--- src/rtl/baccarat_pkg.sv ---
// Shared types, thresholds and the dealer third-card rule
// for the multi-round baccarat dealer.
package baccarat_pkg;

  typedef enum logic [3:0] {
    S_IDLE,
    S_CLR,
    S_P1,
    S_D1,
    S_P2,
    S_D2,
    S_EVAL,
    S_P3,
    S_CHK3,
    S_D3,
    S_RESULT
  } state_t;

  localparam logic [3:0] NATURAL_MIN     = 4'd8;
  localparam logic [3:0] PLAYER_DRAW_MAX = 4'd5;
  localparam logic [3:0] DEALER_STAND    = 4'd7;

  function automatic logic dealer_draws(
    input logic [3:0] dscore,
    input logic [3:0] pcard3
  );
    logic r;
    r = 1'b0;
    unique case (1'b1)
      (dscore <= 4'd2): r = 1'b1;
      (dscore == 4'd3): r = (pcard3 != 4'd8);
      (dscore == 4'd4): r = (pcard3 >= 4'd2) && (pcard3 <= 4'd7);
      (dscore == 4'd5): r = (pcard3 >= 4'd4) && (pcard3 <= 4'd7);
      (dscore == 4'd6): r = (pcard3 >= 4'd6) && (pcard3 <= 4'd7);
      (dscore >= DEALER_STAND): r = 1'b0;
      default: r = 1'b0;
    endcase
    return r;
  endfunction

endpackage

--- src/rtl/baccarat_round_fsm_if.sv ---
// Card-source handshake and score datapath bundle between
// the dealer FSM (master) and the card/score datapath (slave).
interface baccarat_round_fsm_if;

  logic       card_valid;
  logic       req_card;
  logic       load_pcard1;
  logic       load_pcard2;
  logic       load_pcard3;
  logic       load_dcard1;
  logic       load_dcard2;
  logic       load_dcard3;
  logic       clear_hand;
  logic [3:0] pscore;
  logic [3:0] dscore;
  logic [3:0] pcard3;

  modport master (
    input  card_valid, pscore, dscore, pcard3,
    output req_card, clear_hand,
    output load_pcard1, load_pcard2, load_pcard3,
    output load_dcard1, load_dcard2, load_dcard3
  );

  modport slave (
    output card_valid, pscore, dscore, pcard3,
    input  req_card, clear_hand,
    input  load_pcard1, load_pcard2, load_pcard3,
    input  load_dcard1, load_dcard2, load_dcard3
  );

endinterface

--- src/rtl/baccarat_tally.sv ---
// Saturating player/dealer/tie win counters, bumped once per
// completed hand; cleared only by reset.
module baccarat_tally
  import baccarat_pkg::*;
#(
  parameter int CNT_W = 8
) (
  input  logic             clk,
  input  logic             rst_n,
  input  logic             en,
  input  logic             p_gt,
  input  logic             d_gt,
  output logic [CNT_W-1:0] player_wins,
  output logic [CNT_W-1:0] dealer_wins,
  output logic [CNT_W-1:0] ties
);

  logic [CNT_W-1:0] pw_q, pw_d;
  logic [CNT_W-1:0] dw_q, dw_d;
  logic [CNT_W-1:0] ti_q, ti_d;

  always_comb begin
    pw_d = pw_q;
    dw_d = dw_q;
    ti_d = ti_q;
    if (en) begin
      unique case (1'b1)
        p_gt:    pw_d = (&pw_q) ? pw_q : pw_q + 1'b1;
        d_gt:    dw_d = (&dw_q) ? dw_q : dw_q + 1'b1;
        default: ti_d = (&ti_q) ? ti_q : ti_q + 1'b1;
      endcase
    end
  end

  always_ff @(posedge clk or negedge rst_n) begin
    if (!rst_n) begin
      pw_q <= '0;
      dw_q <= '0;
      ti_q <= '0;
    end else begin
      pw_q <= pw_d;
      dw_q <= dw_d;
      ti_q <= ti_d;
    end
  end

  assign player_wins = pw_q;
  assign dealer_wins = dw_q;
  assign ties        = ti_q;

endmodule

--- src/rtl/baccarat_round_fsm.sv ---
// Baccarat dealer sequencing ROUNDS hands per start pulse.
// Define BACCARAT_TALLY_EN to enable persistent win tallies.
module baccarat_round_fsm
  import baccarat_pkg::*;
#(
  parameter int ROUNDS = 1,
  parameter int CNT_W  = 8
) (
  input  logic                   slow_clock,
  input  logic                   resetb,
  input  logic                   start,
  baccarat_round_fsm_if.master   dp,
  output logic                   player_win_light,
  output logic                   dealer_win_light,
  output logic                   hand_done,
  output logic                   game_done,
  output logic [CNT_W-1:0]       round_cnt,
  output logic [CNT_W-1:0]       player_wins,
  output logic [CNT_W-1:0]       dealer_wins,
  output logic [CNT_W-1:0]       ties
);

  state_t           state_q, state_d;
  logic [CNT_W-1:0] round_cnt_q, round_cnt_d;
  logic [CNT_W-1:0] cnt_inc;
  logic             pwin_q, pwin_d;
  logic             dwin_q, dwin_d;
  logic             last;
  logic [3:0]       ps, ds;

  assign ps      = dp.pscore;
  assign ds      = dp.dscore;
  assign cnt_inc = round_cnt_q + 1'b1;
  assign last    = (cnt_inc == CNT_W'(ROUNDS));

  always_comb begin
    state_d     = state_q;
    round_cnt_d = round_cnt_q;
    pwin_d      = pwin_q;
    dwin_d      = dwin_q;
    unique case (state_q)
      S_IDLE: begin
        if (start) begin
          state_d     = S_CLR;
          round_cnt_d = '0;
          pwin_d      = 1'b0;
          dwin_d      = 1'b0;
        end
      end
      S_CLR: begin
        state_d = S_P1;
        pwin_d  = 1'b0;
        dwin_d  = 1'b0;
      end
      S_P1: if (dp.card_valid) state_d = S_D1;
      S_D1: if (dp.card_valid) state_d = S_P2;
      S_P2: if (dp.card_valid) state_d = S_D2;
      S_D2: if (dp.card_valid) state_d = S_EVAL;
      S_EVAL: begin
        if (ps >= NATURAL_MIN || ds >= NATURAL_MIN)
          state_d = S_RESULT;
        else if (ps <= PLAYER_DRAW_MAX)
          state_d = S_P3;
        // standing player: dealer uses the same 0..5 draw band
        else if (ds <= PLAYER_DRAW_MAX)
          state_d = S_D3;
        else
          state_d = S_RESULT;
      end
      S_P3: if (dp.card_valid) state_d = S_CHK3;
      S_CHK3: begin
        state_d = dealer_draws(ds, dp.pcard3) ? S_D3 : S_RESULT;
      end
      S_D3: if (dp.card_valid) state_d = S_RESULT;
      S_RESULT: begin
        pwin_d      = (ps >= ds);
        dwin_d      = (ds >= ps);
        round_cnt_d = cnt_inc;
        state_d     = last ? S_IDLE : S_CLR;
      end
      default: state_d = S_IDLE;
    endcase
  end

  always_ff @(posedge slow_clock or negedge resetb) begin
    if (!resetb) begin
      state_q     <= S_IDLE;
      round_cnt_q <= '0;
      pwin_q      <= 1'b0;
      dwin_q      <= 1'b0;
    end else begin
      state_q     <= state_d;
      round_cnt_q <= round_cnt_d;
      pwin_q      <= pwin_d;
      dwin_q      <= dwin_d;
    end
  end

  assign dp.req_card = state_q inside
    {S_P1, S_D1, S_P2, S_D2, S_P3, S_D3};
  assign dp.clear_hand  = (state_q == S_CLR);
  assign dp.load_pcard1 = (state_q == S_P1) & dp.card_valid;
  assign dp.load_dcard1 = (state_q == S_D1) & dp.card_valid;
  assign dp.load_pcard2 = (state_q == S_P2) & dp.card_valid;
  assign dp.load_dcard2 = (state_q == S_D2) & dp.card_valid;
  assign dp.load_pcard3 = (state_q == S_P3) & dp.card_valid;
  assign dp.load_dcard3 = (state_q == S_D3) & dp.card_valid;

  assign hand_done        = (state_q == S_RESULT);
  assign game_done        = hand_done & last;
  assign round_cnt        = round_cnt_q;
  assign player_win_light = pwin_q;
  assign dealer_win_light = dwin_q;

`ifdef BACCARAT_TALLY_EN
  baccarat_tally #(
    .CNT_W(CNT_W)
  ) u_tally (
    .clk         (slow_clock),
    .rst_n       (resetb),
    .en          (hand_done),
    .p_gt        (ps > ds),
    .d_gt        (ds > ps),
    .player_wins (player_wins),
    .dealer_wins (dealer_wins),
    .ties        (ties)
  );
`else
  assign player_wins = '0;
  assign dealer_wins = '0;
  assign ties        = '0;
`endif

endmodule

--- src/flat_wrapper.sv ---
// flat-port wrapper written by rule: the top's interface ports become plain ports
module baccarat_round_fsm_flat import baccarat_pkg::*;
#(
  parameter int ROUNDS = 1,
  parameter int CNT_W  = 8
)
  (slow_clock, resetb, start, player_win_light, dealer_win_light, hand_done, game_done, round_cnt, player_wins, dealer_wins, ties, dp_card_valid, dp_pscore, dp_dscore, dp_pcard3, dp_req_card, dp_clear_hand, dp_load_pcard1, dp_load_pcard2, dp_load_pcard3, dp_load_dcard1, dp_load_dcard2, dp_load_dcard3);
  baccarat_round_fsm_if dp_i ();
  input  logic slow_clock;
  input  logic resetb;
  input  logic start;
  output logic player_win_light;
  output logic dealer_win_light;
  output logic hand_done;
  output logic game_done;
  output logic [CNT_W-1:0] round_cnt;
  output logic [CNT_W-1:0] player_wins;
  output logic [CNT_W-1:0] dealer_wins;
  output logic [CNT_W-1:0] ties;
  input wire logic [$bits(dp_i.card_valid)-1:0] dp_card_valid;
  input wire logic [$bits(dp_i.pscore)-1:0] dp_pscore;
  input wire logic [$bits(dp_i.dscore)-1:0] dp_dscore;
  input wire logic [$bits(dp_i.pcard3)-1:0] dp_pcard3;
  output wire logic [$bits(dp_i.req_card)-1:0] dp_req_card;
  output wire logic [$bits(dp_i.clear_hand)-1:0] dp_clear_hand;
  output wire logic [$bits(dp_i.load_pcard1)-1:0] dp_load_pcard1;
  output wire logic [$bits(dp_i.load_pcard2)-1:0] dp_load_pcard2;
  output wire logic [$bits(dp_i.load_pcard3)-1:0] dp_load_pcard3;
  output wire logic [$bits(dp_i.load_dcard1)-1:0] dp_load_dcard1;
  output wire logic [$bits(dp_i.load_dcard2)-1:0] dp_load_dcard2;
  output wire logic [$bits(dp_i.load_dcard3)-1:0] dp_load_dcard3;
  assign dp_i.card_valid = dp_card_valid;
  assign dp_i.pscore = dp_pscore;
  assign dp_i.dscore = dp_dscore;
  assign dp_i.pcard3 = dp_pcard3;
  assign dp_req_card = dp_i.req_card;
  assign dp_clear_hand = dp_i.clear_hand;
  assign dp_load_pcard1 = dp_i.load_pcard1;
  assign dp_load_pcard2 = dp_i.load_pcard2;
  assign dp_load_pcard3 = dp_i.load_pcard3;
  assign dp_load_dcard1 = dp_i.load_dcard1;
  assign dp_load_dcard2 = dp_i.load_dcard2;
  assign dp_load_dcard3 = dp_i.load_dcard3;
  baccarat_round_fsm #(.ROUNDS(ROUNDS), .CNT_W(CNT_W)) u_core (.slow_clock(slow_clock), .resetb(resetb), .start(start), .dp(dp_i), .player_win_light(player_win_light), .dealer_win_light(dealer_win_light), .hand_done(hand_done), .game_done(game_done), .round_cnt(round_cnt), .player_wins(player_wins), .dealer_wins(dealer_wins), .ties(ties));
endmodule
--- config.mk ---
export PLATFORM = sky130hd
export DESIGN_NAME = baccarat_round_fsm_flat
export DESIGN_NICKNAME = d
export VERILOG_FILES = /design/src/rtl/baccarat_pkg.sv /design/src/rtl/baccarat_round_fsm_if.sv /design/src/rtl/baccarat_tally.sv /design/src/rtl/baccarat_round_fsm.sv /design/src/flat_wrapper.sv
export SDC_FILE = /design/constraint.sdc
export NUM_CORES = 1
export LEC_CHECK = 0
export ABC_AREA = 1
export CORE_ASPECT_RATIO = 1.1
export CORE_UTILIZATION = 45
export DETAILED_ROUTE_END_ITERATION = 8
export GPL_ROUTABILITY_DRIVEN = 0
export PLACE_DENSITY_LB_ADDON = 0.2
export SKIP_CTS_REPAIR_TIMING = 1
export SLEW_MARGIN = 20
export SYNTH_ARGS = -nofsm -noshare
export SYNTH_HDL_FRONTEND = slang
export SYNTH_SLANG_ARGS = --single-unit
--- constraint.sdc ---
create_clock -name slow_clock -period 4 [get_ports slow_clock]
set_input_delay 1 -clock slow_clock [delete_from_list [all_inputs] [get_ports slow_clock]]
set_output_delay 1 -clock slow_clock [all_outputs]
set_load 0.05 [all_outputs]
==> results.yml, run 1 <==
routing:
  highest_layer: "met4"
  route.detailed.drc: 0
  first_iter_violations: 57
  viasPerCell: 4.73
  wl_met3_um: 119
  dr_total_vias: 1321
  wirelength_mm: 3.02
  drtAntennaViolNets: 0
  drt-met1-wl_mm: 1.38
  firstDrtPassIters: 4
  routed-wl-met2_mm: 1.49
  routedWlPerCell_um: 10.8
timing:
  fin_skew_ns: 0.00308
  worstMarginPinSlew_ns: 0.650
  fin_crit_ns: 3.64
  period_share_pct: 91.0
  fin_setup_tns_ns: 0
  slew_violations: 0
  max-slew-margin-rel_pct: 56.5
  holdWs_ns: 0.529
  setup_viol: 0
  hold_viol_final: 0
  fmax_mhz: 275
  rsz0062_at_grt: "no"
worst_setup_path:
  cp.required_ns: 3.00
  worst-path-max-fanout: 7
  start_kind: "input port"
  worstPathArrival_ns: 2.64
  worst_setup_path_end_kind: "output pin"
  critPathKind: "input port to output pin"
logic_synthesis:
  synth_edf_count: 0
  synth_cells: 208
  synth.ff_latch_count: 14
  synth_ff_type: "dfrtp_1"
  synth_area_per_cell_um2: 6.79
  ys_types: 31
  ys_seq_area_share_pct: 24.8
  yosysWarnings: 0
  syn_area_um2: 1410
  async_flop_share_pct: 100
global_route:
  track_usage_pct: 19.0
  grt_pass1_vias: 1154
  grt_pass1_wl_mm: 5.00
  antenna_found_initial: 0
  grt_overflow: 0
  grt_max_degree: 15
die:
  rows: 20
  pin_count: 60
  start_util_pct: 49.1
  die_area_um2: 3370
  die_x_um: 55.4
  die_h_um: 60.8
  coreArea_um2: 2880
power:
  power_mw: 1.02
  ir_drop_mv: 0.517
  leakage_nw: 0.889
  power_density_nw_per_um2: 584
clock_network:
  clock_sinks: 14
  insertion_delay_ns: 0.28
  cts_tree: "yes"
  htreeDepth: 1
  clockBufferDepth: 2
  cts_root_buf: "clkbuf_4"
  numCtsBuffers: 3
  clk_pin_slew_worst_paths_ns: 0.09
layout:
  area_growth_pct: 23.5
  drive_above_1_share_pct: 15.4
  antenna_cells: 0
  regArea_um2: 350
  final_common_cell: "nand2_1"
  fin_cells: 279
  multi_input_area_um2: 821
  final_cell_mix: "46 x nand2_1, 34 x clkdlybuf4s50_1, 27 x inv_1"
  nNetsFinal: 269
  fillers: 280
placed_design:
  portBuffers: 35
  dp_hpwl_mm: 2.42
  post-place-cells: 275
worst_hold_path:
  hp-class: "register to register"
outcome:
  outcome: "completed"
run:
  max_cap_violations: 0
[where the power goes]
| part | switching [mW] | internal (mW) | total (mW) | leakage [nW] |
|---|---|---|---|---|
| clock network | 0.0483 | 0.0554 | 0.104 | 0.0210 |
| logic | 0.486 | 0.214 | 0.700 | 0.678 |
| registers | 0.0416 | 0.172 | 0.214 | 0.191 |
[cells in the mapped netlist, types with 3 or more instances]
cell     count  area [µm²]
nand2_1     46         173
inv_1       27         101
buf_4       24         180
dfrtp_1     14         350
nor2_1      14        52.6
nand3_1     11        55.1
inv_2        8        30.0
nand2_2      8        50.1
nand4_1      8        50.1
ha_1         6        75.1
a21oi_1      5        25.0
nor2_2       5        31.3
o22ai_1      5        31.3
o21ai_1      4        20.0
o21ai_2      3        26.3
[area by class of cell]
type	instances	area share [%]
sequential	14	20.1
clock buffer	4	2.08
multi-input combinational	155	47.1
timing repair buffer	35	19.9
tap	33	2.37
inverter	38	8.46
[stage by stage]
step                area (µm²)  setup WS, ns  utilization [%]
finish                    1740         0.361             60.6
global placement          1710         0.373             59.3
global route              1740         0.236             60.6
detailed placement        1710         0.348             59.3
CTS                       1740         0.352             60.6
floorplan                 1500         0.404                -
[worst paths after layout]
check	depth (start not counted)	endpoint	startpoint	slack (ns)
max in group asynchronous	1	u_core.dealer_win_light	resetb	2.47
max	4	dp_load_pcard2	dp_card_valid	0.36
min reg2reg	2	u_core.dealer_win_light	u_core.dealer_win_light	0.53
min in group asynchronous	1	u_core.round_cnt[4]	resetb	1.11
min	2	u_core.dealer_win_light	u_core.dealer_win_light	0.53
max reg2reg	11	u_core.state_q[0]	u_core.round_cnt[0]	2.40
[registers in the layout (all words and copies together), names as in the netlist]
| register | flops |
|---|---|
| u_core.dealer_win_light | 1 |
| u_core.state_q | 4 |
| u_core.player_win_light | 1 |
| u_core.round_cnt | 8 |
[per-layer routing]
metal	track usage [%]	up-vias
li1	-	698
met1	23.0	579
met2	35.1	42
met3	3.84	2
met4	4.64	0
met5	0	-
[logic make-up after synthesis]
family          after synthesis  share of synthesized area, %
flops                        14                          24.8
fa+ha+maj                     6                          5.31
buf+inv                      62                          23.2
other cells                   1                         0.265
compound gates               24                          11.4
simple gates                101                          35.0
[worst max-delay path, stage by stage]
cell             delay, ns
clkdlybuf4s50_1       0.49
inv_1                 0.12
nor3_1                0.20
clkdlybuf4s50_1       0.82
Power figures use the tool's default switching activity.
==> run 2: changes to the inputs <==
--- a/config.mk
+++ b/config.mk
@@ -7,12 +7,13 @@
 export LEC_CHECK = 0
 export ABC_AREA = 1
 export CORE_ASPECT_RATIO = 1.1
+export CORE_MARGIN = 2
 export CORE_UTILIZATION = 45
 export DETAILED_ROUTE_END_ITERATION = 8
 export GPL_ROUTABILITY_DRIVEN = 0
 export PLACE_DENSITY_LB_ADDON = 0.2
 export SKIP_CTS_REPAIR_TIMING = 1
-export SLEW_MARGIN = 20
+export SLEW_MARGIN = 15
 export SYNTH_ARGS = -nofsm -noshare
 export SYNTH_HDL_FRONTEND = slang
 export SYNTH_SLANG_ARGS = --single-unit
==> results.yml, run 2 (synthesis gave the netlist of run 1 again) <==
clock_network:
  numCtsBuffers: 3
  clock_sinks: 14
  cts_root_buf: "clkbuf_4"
  htreeDepth: 1
  insertion_delay_ns: 0.28
  clk_pin_slew_worst_paths_ns: 0.08
  clockBufferDepth: 2
  cts_tree: "yes"
worst_setup_path:
  cp_common_cell: "clkdlybuf4s50_1"
  critPathMaxStageDelay_ns: 0.80
  start_kind: "input port"
  worst-path-max-fanout: 7
  critPathKind: "input port to output pin"
  crit_chain: "clkdlybuf4s50_1 > inv_1 > nor2_1 > clkdlybuf4s50_1"
  worstPathArrival_ns: 2.54
  crit_slowest_cell: "clkdlybuf4s50_1"
  cp.required_ns: 3.00
  worst_setup_path_end_kind: "output pin"
die:
  die_x_um: 57.4
  rows: 21
  coreArea_um2: 3020
  die_area_um2: 3600
  pin_count: 60
  die_h_um: 62.8
  start_util_pct: 46.7
timing:
  slew_violations: 0
  period_share_pct: 88.6
  fin_ws_ns: 0.458
  fin_setup_tns_ns: 0
  setup_viol: 0
  fin_skew_ns: 0.00370
  hold_viol_final: 0
  fin_crit_ns: 3.54
  fmax_mhz: 282
  rsz0062_at_grt: "no"
  max-slew-margin-rel_pct: 58.1
  worstMarginPinSlew_ns: 0.627
layout:
  area_growth_pct: 22.4
  largest_reg_flops: 8
  final_cell_mix: "46 x nand2_1, 33 x clkdlybuf4s50_1, 27 x inv_1"
  nNetsFinal: 269
  final_common_cell: "nand2_1"
  drive_above_1_share_pct: 15.5
  antenna_cells: 0
  fin_cells: 279
  fillers: 311
routing:
  dr_total_vias: 1331
  firstDrtPassIters: 4
  wirelength_mm: 2.93
  routedWlPerCell_um: 10.5
  viasPerCell: 4.77
  route.detailed.drc: 0
  drtAntennaViolNets: 0
  first_iter_violations: 35
global_route:
  grt_overflow: 0
  grt_pass1_wl_mm: 5.02
  antenna_found_initial: 0
  track_usage_pct: 17.2
  grt_pass1_vias: 1189
  grt_max_degree: 15
placed_design:
  place_ws_ns: 0.457
  dp_hpwl_mm: 2.37
  post-place-cells: 276
  portBuffers: 35
power:
  p_switching_mw: 0.569
  p_clk_share_pct: 8.0
  ir_drop_mv: 0.559
  pwr-share-seq_pct: 21.7
  leakage_nw: 0.884
  intPower_mw: 0.421
  swShare_pct: 57.5
  power_density_nw_per_um2: 572
  comb_power_share_pct: 70.3
worst_hold_path:
  hp-class: "register to register"
outcome:
  outcome: "completed"
run:
  max_cap_violations: 0
## run 2: metrics by stage
step | instance area (µm²) | power (mW) | utilization, % | hold slack [ns]
6_report | 1730 | 0.990 | 57.2 | 0.511
5_1_grt | 1730 | 1.07 | 57.2 | 0.551
4_1_cts | 1730 | 0.998 | 57.2 | 0.518
3_5_place_dp | 1710 | 0.914 | 56.5 | 0.489
3_3_place_gp | 1710 | 0.910 | 56.5 | 0.497
2_1_floorplan | 1500 | 0.767 | - | 0.543
## run 2: layout make-up
cell class,instances,area [µm²],share of cell area [%]
multi-input cells,155,821,47.5
flip-flops and latches,14,350,20.3
repair buffers,35,345,20.0
inverters,38,148,8.54
well taps,34,42.5,2.46
clock buffers,3,22.5,1.30
## run 2: path summary, 6_finish.rpt
kind                       cells past startpoint                     from  slack [ns]                      end
setup / recovery                               4            dp_card_valid        0.46           dp_load_pcard1
hold / removal                                 1  u_core.player_win_light        0.51  u_core.player_win_light
setup reg to reg                              11      u_core.round_cnt[0]        2.37        u_core.state_q[0]
hold reg to reg                                1  u_core.player_win_light        0.51  u_core.player_win_light
max in group asynchronous                      1                   resetb        2.49        u_core.state_q[3]
min in group asynchronous                      1                   resetb        1.11      u_core.round_cnt[4]
## run 2: power groups by stage
stage / combinational [mW] / sequential (mW) / clock (mW)
after global placement: 0.693 / 0.217 / 0
after CTS: 0.701 / 0.215 / 0.0824
after detailed placement: 0.697 / 0.217 / 0
final: 0.696 / 0.215 / 0.0789
after floorplan: 0.521 / 0.245 / 0
after global routing: 0.756 / 0.220 / 0.0930
## run 2: routing by layer
layer	up-vias	routed length [µm]	GRT usage, %	share of wire, %
met2	42	1340	26.7	46
met1	596	1430	24.2	49
li1	691	-	-	-
met5	-	0	0	0
met3	2	147	4.35	5.0
met4	0	14	3.20	0.48
## run 2: critical path: cells and delay by family
kind	cells	cell delay [ns]
simple gates	1	0.12
buf+inv	3	1.42
==> run 3: changes to the inputs <==
--- a/config.mk
+++ b/config.mk
@@ -6,8 +6,8 @@
 export NUM_CORES = 1
 export LEC_CHECK = 0
 export ABC_AREA = 1
+export CAP_MARGIN = 20
 export CORE_ASPECT_RATIO = 1.1
-export CORE_MARGIN = 2
 export CORE_UTILIZATION = 45
 export DETAILED_ROUTE_END_ITERATION = 8
 export GPL_ROUTABILITY_DRIVEN = 0
==> results of run 3 <==
Same layout as run 1: the final DEF is identical, and so are final timing and power.
